## config.mk

```make
export PLATFORM = sky130hd
export DESIGN_NAME = imm_gen_stage
export DESIGN_NICKNAME = d
export VERILOG_FILES = /design/src/rtl/imm_gen_stage.sv
export SDC_FILE = /design/constraint.sdc
export NUM_CORES = 1
export LEC_CHECK = 0
export BUFFER_PORTS_ARGS = -buffer_cell sky130_fd_sc_hd__buf_2
export CORE_MARGIN = 2
export CORE_UTILIZATION = 50
export DETAILED_ROUTE_END_ITERATION = 7
export PLACE_DENSITY = 0.81
export SLEW_MARGIN = 20
export SYNTH_ARGS = -nofsm -noshare
export SYNTH_HDL_FRONTEND = slang
export SYNTH_SLANG_ARGS = --single-unit
export TNS_END_PERCENT = 5
```

## constraint.sdc

```tcl
create_clock -name clk -period 10.5 [get_ports clk]
set_input_delay 2.1 -clock clk [delete_from_list [all_inputs] [get_ports clk]]
set_output_delay 2.1 -clock clk [all_outputs]
set_load 0.02 [all_outputs]
```

## src/rtl/imm_gen_stage.sv

```systemverilog
`default_nettype none
// ============================================================================
// Module      : imm_gen_stage
// Description : Registered RISC-V immediate generator with valid/ready
//               handshake, optional 1-entry skid buffer and flush.
// Revision    : 1.0 - initial release
// ============================================================================
module imm_gen_stage #(
    parameter int XLEN   = 32,
    parameter bit CSR_EN = 1'b1,
    parameter bit SKID   = 1'b1
) (
    input  logic            clk,
    input  logic            rst,
    input  logic            flush,
    input  logic            in_valid,
    output logic            in_ready,
    input  logic [31:0]     in_inst,
    input  logic [XLEN-1:0] in_pc,
    output logic            out_valid,
    input  logic            out_ready,
    output logic [31:0]     out_inst,
    output logic [XLEN-1:0] out_pc,
    output logic [XLEN-1:0] out_imm,
    output logic [2:0]      out_imm_type,
    output logic            out_illegal,
    output logic [XLEN-1:0] out_target
);

    localparam logic [1:0] c_st_empty     = 2'd0;
    localparam logic [1:0] c_st_full      = 2'd1;
    localparam logic [1:0] c_st_full_skid = 2'd2;

    localparam logic [2:0] c_imm_none  = 3'd0;
    localparam logic [2:0] c_imm_i     = 3'd1;
    localparam logic [2:0] c_imm_s     = 3'd2;
    localparam logic [2:0] c_imm_b     = 3'd3;
    localparam logic [2:0] c_imm_u     = 3'd4;
    localparam logic [2:0] c_imm_j     = 3'd5;
    localparam logic [2:0] c_imm_shamt = 3'd6;
    localparam logic [2:0] c_imm_csr   = 3'd7;

    // Bundle layout: {inst, pc, imm, type, illegal, target}
    localparam int c_bw = 32 + 3 * XLEN + 4;

    logic [4:0]      w_opc;
    logic [2:0]      w_f3;
    logic [31:0]     w_raw;
    logic            w_sext;
    logic            w_sh5;
    logic [2:0]      w_type;
    logic            w_ill;
    logic [XLEN-1:0] w_imm;
    logic [XLEN-1:0] w_target;
    logic [c_bw-1:0] w_dec;

    logic [1:0]      r_state;
    logic [1:0]      w_next;
    logic            r_in_ready;
    logic [c_bw-1:0] r_out;
    logic [c_bw-1:0] r_skid;
    logic            w_accept;
    logic            w_load_out_in;
    logic            w_load_out_skid;
    logic            w_load_skid;

    assign w_opc = in_inst[6:2];
    assign w_f3  = in_inst[14:12];
    assign w_sh5 = (XLEN == 64) ? in_inst[25] : 1'b0;

    always_comb begin
        w_raw  = '0;
        w_sext = 1'b0;
        w_type = c_imm_none;
        w_ill  = 1'b0;
        if (in_inst[1:0] != 2'b11) begin
            w_ill = 1'b1;
        end else begin
            case (w_opc)
                5'b00000, 5'b11001, 5'b00011: begin
                    w_raw  = {{20{in_inst[31]}}, in_inst[31:20]};
                    w_sext = 1'b1;
                    w_type = c_imm_i;
                end
                5'b00100: begin
                    if (w_f3 == 3'b001 || w_f3 == 3'b101) begin
                        w_raw  = {26'b0, w_sh5, in_inst[24:20]};
                        w_type = c_imm_shamt;
                    end else begin
                        w_raw  = {{20{in_inst[31]}}, in_inst[31:20]};
                        w_sext = 1'b1;
                        w_type = c_imm_i;
                    end
                end
                5'b01000: begin
                    w_raw  = {{20{in_inst[31]}}, in_inst[31:25], in_inst[11:7]};
                    w_sext = 1'b1;
                    w_type = c_imm_s;
                end
                5'b11000: begin
                    w_raw  = {{19{in_inst[31]}}, in_inst[31], in_inst[7],
                              in_inst[30:25], in_inst[11:8], 1'b0};
                    w_sext = 1'b1;
                    w_type = c_imm_b;
                end
                5'b11011: begin
                    w_raw  = {{11{in_inst[31]}}, in_inst[31], in_inst[19:12],
                              in_inst[20], in_inst[30:21], 1'b0};
                    w_sext = 1'b1;
                    w_type = c_imm_j;
                end
                5'b01101, 5'b00101: begin
                    w_raw  = {in_inst[31:12], 12'b0};
                    w_sext = 1'b1;
                    w_type = c_imm_u;
                end
                5'b01100: begin
                    w_type = c_imm_none;
                end
                5'b11100: begin
                    if (CSR_EN) begin
                        w_raw  = {27'b0, in_inst[19:15]};
                        w_type = (w_f3 != 3'b000) ? c_imm_csr : c_imm_none;
                    end else begin
                        w_ill = 1'b1;
                    end
                end
                default: begin
                    w_ill = 1'b1;
                end
            endcase
        end
    end

    assign w_imm    = w_sext ? XLEN'($signed(w_raw)) : XLEN'(w_raw);
    assign w_target = in_pc + w_imm;
    assign w_dec    = {in_inst, in_pc, w_imm, w_type, w_ill, w_target};

    // Ready is forced low during reset so nothing is accepted into a clearing stage.
    assign in_ready  = (SKID ? r_in_ready : (!out_valid || out_ready)) && !rst;
    assign out_valid = (r_state != c_st_empty);
    assign w_accept  = in_valid && in_ready;

    always_comb begin
        w_next          = r_state;
        w_load_out_in   = 1'b0;
        w_load_out_skid = 1'b0;
        w_load_skid     = 1'b0;
        case (r_state)
            c_st_empty: begin
                if (w_accept) begin
                    w_next        = c_st_full;
                    w_load_out_in = 1'b1;
                end
            end
            c_st_full: begin
                if (w_accept && out_ready) begin
                    w_load_out_in = 1'b1;
                end else if (w_accept && SKID) begin
                    w_next      = c_st_full_skid;
                    w_load_skid = 1'b1;
                end else if (out_ready) begin
                    w_next = c_st_empty;
                end
            end
            c_st_full_skid: begin
                if (out_ready) begin
                    w_next          = c_st_full;
                    w_load_out_skid = 1'b1;
                end
            end
            default: begin
                w_next = c_st_empty;
            end
        endcase
        if (flush) begin
            w_next          = c_st_empty;
            w_load_out_in   = 1'b0;
            w_load_out_skid = 1'b0;
            w_load_skid     = 1'b0;
        end
    end

    always_ff @(posedge clk) begin
        if (rst) begin
            r_state    <= c_st_empty;
            r_in_ready <= 1'b1;
            r_out      <= '0;
            r_skid     <= '0;
        end else begin
            r_state    <= w_next;
            r_in_ready <= (w_next != c_st_full_skid);
            if (w_load_out_in) begin
                r_out <= w_dec;
            end else if (w_load_out_skid) begin
                r_out <= r_skid;
            end
            if (w_load_skid) begin
                r_skid <= w_dec;
            end
        end
    end

    assign {out_inst, out_pc, out_imm, out_imm_type, out_illegal, out_target} = r_out;

endmodule
`default_nettype wire

```

==> metrics <==
outcome=finished clean; Pleak=between 5 and 6 nW; reg2reg setup slack=between 7 and 8 ns; biggest area consumer among synthesized cells=dfxtp_1; Final period util=0.580; DP Wirelength=26900 um; Yosys cell types=73; sequential share of power=0.459; Layout Nets=around 1900; Die Height=roughly 160 um; Clock Latency Late Sink=approximately 0.55 ns; initial antenna violation count=0; first-pass GRT wire length=between 60000 and 70000 um; placed cell count=2103; Detailed Route WL=40500 um; Post-DRT Antenna Nets=0; area of the multi-input gates=just under 0.007 mm^2; Synth Flop Type=dfxtp_1; largest net degree at the start of global routing=~110; register area=0.00535 mm^2; Seq/Total Area, Yosys=0.416; Max Fclk=~160 MHz; count leader, synth=nand2_1; Synth Area per Inst=around 7.6 um^2; vias in the first global route=approximately 11000; CTS tree=yes; Switching Share=0.252; synth cell count leaders=nand2_1 (489), dfxtp_1 (267), a21oi_1 (212), nor2_1 (122), clkbuf_1 (114); Num Clock Sinks=around 270; Avg Vias per Cell=6.00; FFs w/ async S/R, synth=0; clock share of power=0.444; FF-to-FF End=r_out[26]; CTS Buffer Depth=3; P_sw=0.000575 W; final number of setup-violating endpoints=0; Gate power share=0.096; Hold Buf Count CTS=0; Peak VDD IR=~0.12 mV; Mapped Cells=around 1700; Fill cells=2276; Pins Over Slew Limit=0; setup_tns=0 ns; Avg WL per Cell=~19 um; Pint=about 0.0017 W; antenna cell count=0; Cell Rows=58; FF+latch count, synth=about 270; crit path max fanout=14; core region area=0.0252 mm^2; Syn Nets=about 1800; gr usage total=0.288; max-cap viol count=0; TritonRoute pass-1 iters=6; reg-to-reg critical path startpoint=r_in_ready; fraction of layout cells with a size suffix above 1=0.155; Data arrival, critical path=about 6.5 ns; clock transition at the registers of the reported paths=around 0.060 ns; CP startpoint kind=primary input; H-tree Lvls=1; critical path required time=10.92 ns; DR iter-0 viols=approximately 1500; Worst Hold End=r_skid[124]; hold_sp=r_skid[124]; Max-slew headroom=0.247; starting density of the core=0.511; final hold vios=0; # port buffers=~200; Die X=roughly 160 um; R2R cell count=8; RSZ-0062 raised after global routing=false; # DRC=0; placer congestion estimate=between 0.9 and 1; cts bufs inserted=28; number of flops mapped to enable cells by yosys=0; Yosys top cell area share=0.416; Setup Crit Path Kind=in2reg; io pins=approximately 200; post-CTS sizing=0; synthesized cell area=~0.013 mm^2; Clock Skew=0.0145 ns; Ys Warns=0; ranking of synthesized cells by area=dfxtp_1 (42%), nand2_1 (14%), a21oi_1 (8.3%), a311oi_1 (5.6%), nor2_1 (3.6%); hold path depth=2; Layout Cells excl Fill=between 2000 and 2500; HP Class=reg2reg; Worst Tran Pin Value=approximately 1.1 ns; DR vias=around 13000; CP endpoint kind=flip-flop; clock root buffer=clkbuf_16; setup repair bufs after CTS=0; total gr overflow=0; PwrDens=~150 mW/mm^2; Period minus WS final=around 6.1 ns; Synth-to-Final Area Change=14.9%; die area=approximately 0.027 mm^2
[through the flow]
step	area (um^2)	total power [W]	hold WS [ns]	setup slack, ns	util
3_5_place_dp	13800	0.00129	0.444	3.94	0.549
5_1_grt	14800	0.00235	0.467	3.97	0.587
6_report	14800	0.00228	0.453	4.41	0.587
3_3_place_gp	13800	0.00128	0.442	3.78	0.549
4_1_cts	14800	0.00229	0.453	4.48	0.587
2_1_floorplan	12900	0.00120	0.432	4.67	-
[how the worst max path moves through the flow]
stage	startpoint	endpoint	slack [ns]	cells past startpoint
2_1_floorplan	in_inst[2]	r_out[29]	4.67	15
3_3_place_gp	in_inst[3]	r_skid[24]	3.78	16
3_5_place_dp	in_inst[5]	r_out[30]	3.94	15
4_1_cts	in_inst[5]	r_out[30]	4.48	15
5_1_grt	in_inst[3]	r_skid[24]	3.97	16
6_report	in_inst[5]	r_out[30]	4.41	15
[final cells by class]
| type | count | share of cell area |
|---|---|---|
| Clock buffer | 42 | 0.0578 |
| Inverter | 17 | 0.00432 |
| Tap cell | 330 | 0.0279 |
| Sequential cell | 267 | 0.362 |
| Timing Repair Buffer | 214 | 0.0749 |
| Clock inverter | 6 | 0.00576 |
| Multi-Input combinational cell | 1275 | 0.468 |
[routing by layer]
metal,GRT usage,vias up,routed length (um)
li1,-,6134,-
met1,0.417,6109,18000
met2,0.428,580,17300
met3,0.0517,81,3720
met4,0.104,0,1470
met5,0,-,0
[cell usage in the layout (no fill, tap or decap), types with 5 or more instances in the layout]
cell type  synthesis  layout
o21ai_0           35      35
o211a_1            5       5
inv_1             17      17
nor2b_1            5       5
a31oi_1            6       6
nand4_1            8       8
nand3_1           30      30
a21oi_1          212     212
clkbuf_1         114       5
clkbuf_16          0      29
a21o_1            21      21
nand3b_1          13      13
o21a_1             7       7
ha_1              31      31
a211oi_1          18      18
a2111oi_0          5       5
buf_4              2      12
clkbuf_8           5       8
nor3_1            17      13
xor2_1             6       6
xnor2_1           15      15
nor3_2             1       5
a311oi_1          82      82
and3_1            17      17
nor4_1             7       7
nor2_1           122     120
nand2_1          489     487
a22oi_1           33      33
dfxtp_1          267     267
buf_2              8     201
o211ai_1           5       5
nand2b_1           6       6
and2_1            12      12
[worst max-delay path, stage by stage]
cell	delay, ns
buf_2	0.24
inv_1	0.13
nor4_1	0.67
a32oi_1	0.22
a21oi_1	0.44
ha_1	0.31
inv_1	0.07
fa_1	0.40
nor2b_1	0.17
o2111ai_1	0.18
nand4_1	0.28
nand3_1	0.24
a2111oi_2	0.58
nor4_1	0.08
a2111oi_0	0.38
[power groups by stage]
stage / Combinational (W) / Clock (W) / Sequential, W
final: 0.000220 / 0.00101 / 0.00105
after global routing: 0.000238 / 0.00107 / 0.00105
after CTS: 0.000217 / 0.00103 / 0.00105
after detailed placement: 0.000216 / 0 / 0.00107
after global placement: 0.000213 / 0 / 0.00107
after floorplan: 0.000111 / 0 / 0.00109
[state kept, by name (all words and copies together), names as in the netlist]
register	flops
r_in_ready	1
r_skid	132
r_out	132
r_state	2
[cell families (layout without fill, tap and decap cells)]
family,Yosys count,in the layout,synth area share
flip-flops,267,267,0.416
adder cells (fa/ha/maj),32,32,0.0317
multiplexers,3,3,0.00234
buffers and inverters,153,279,0.0509
AO/OA/AOI/OAI,472,472,0.242
XOR/XNOR,21,21,0.0143
AND/OR/NAND/NOR,747,747,0.243
Note: power is estimated with default switching activity, not from simulation.
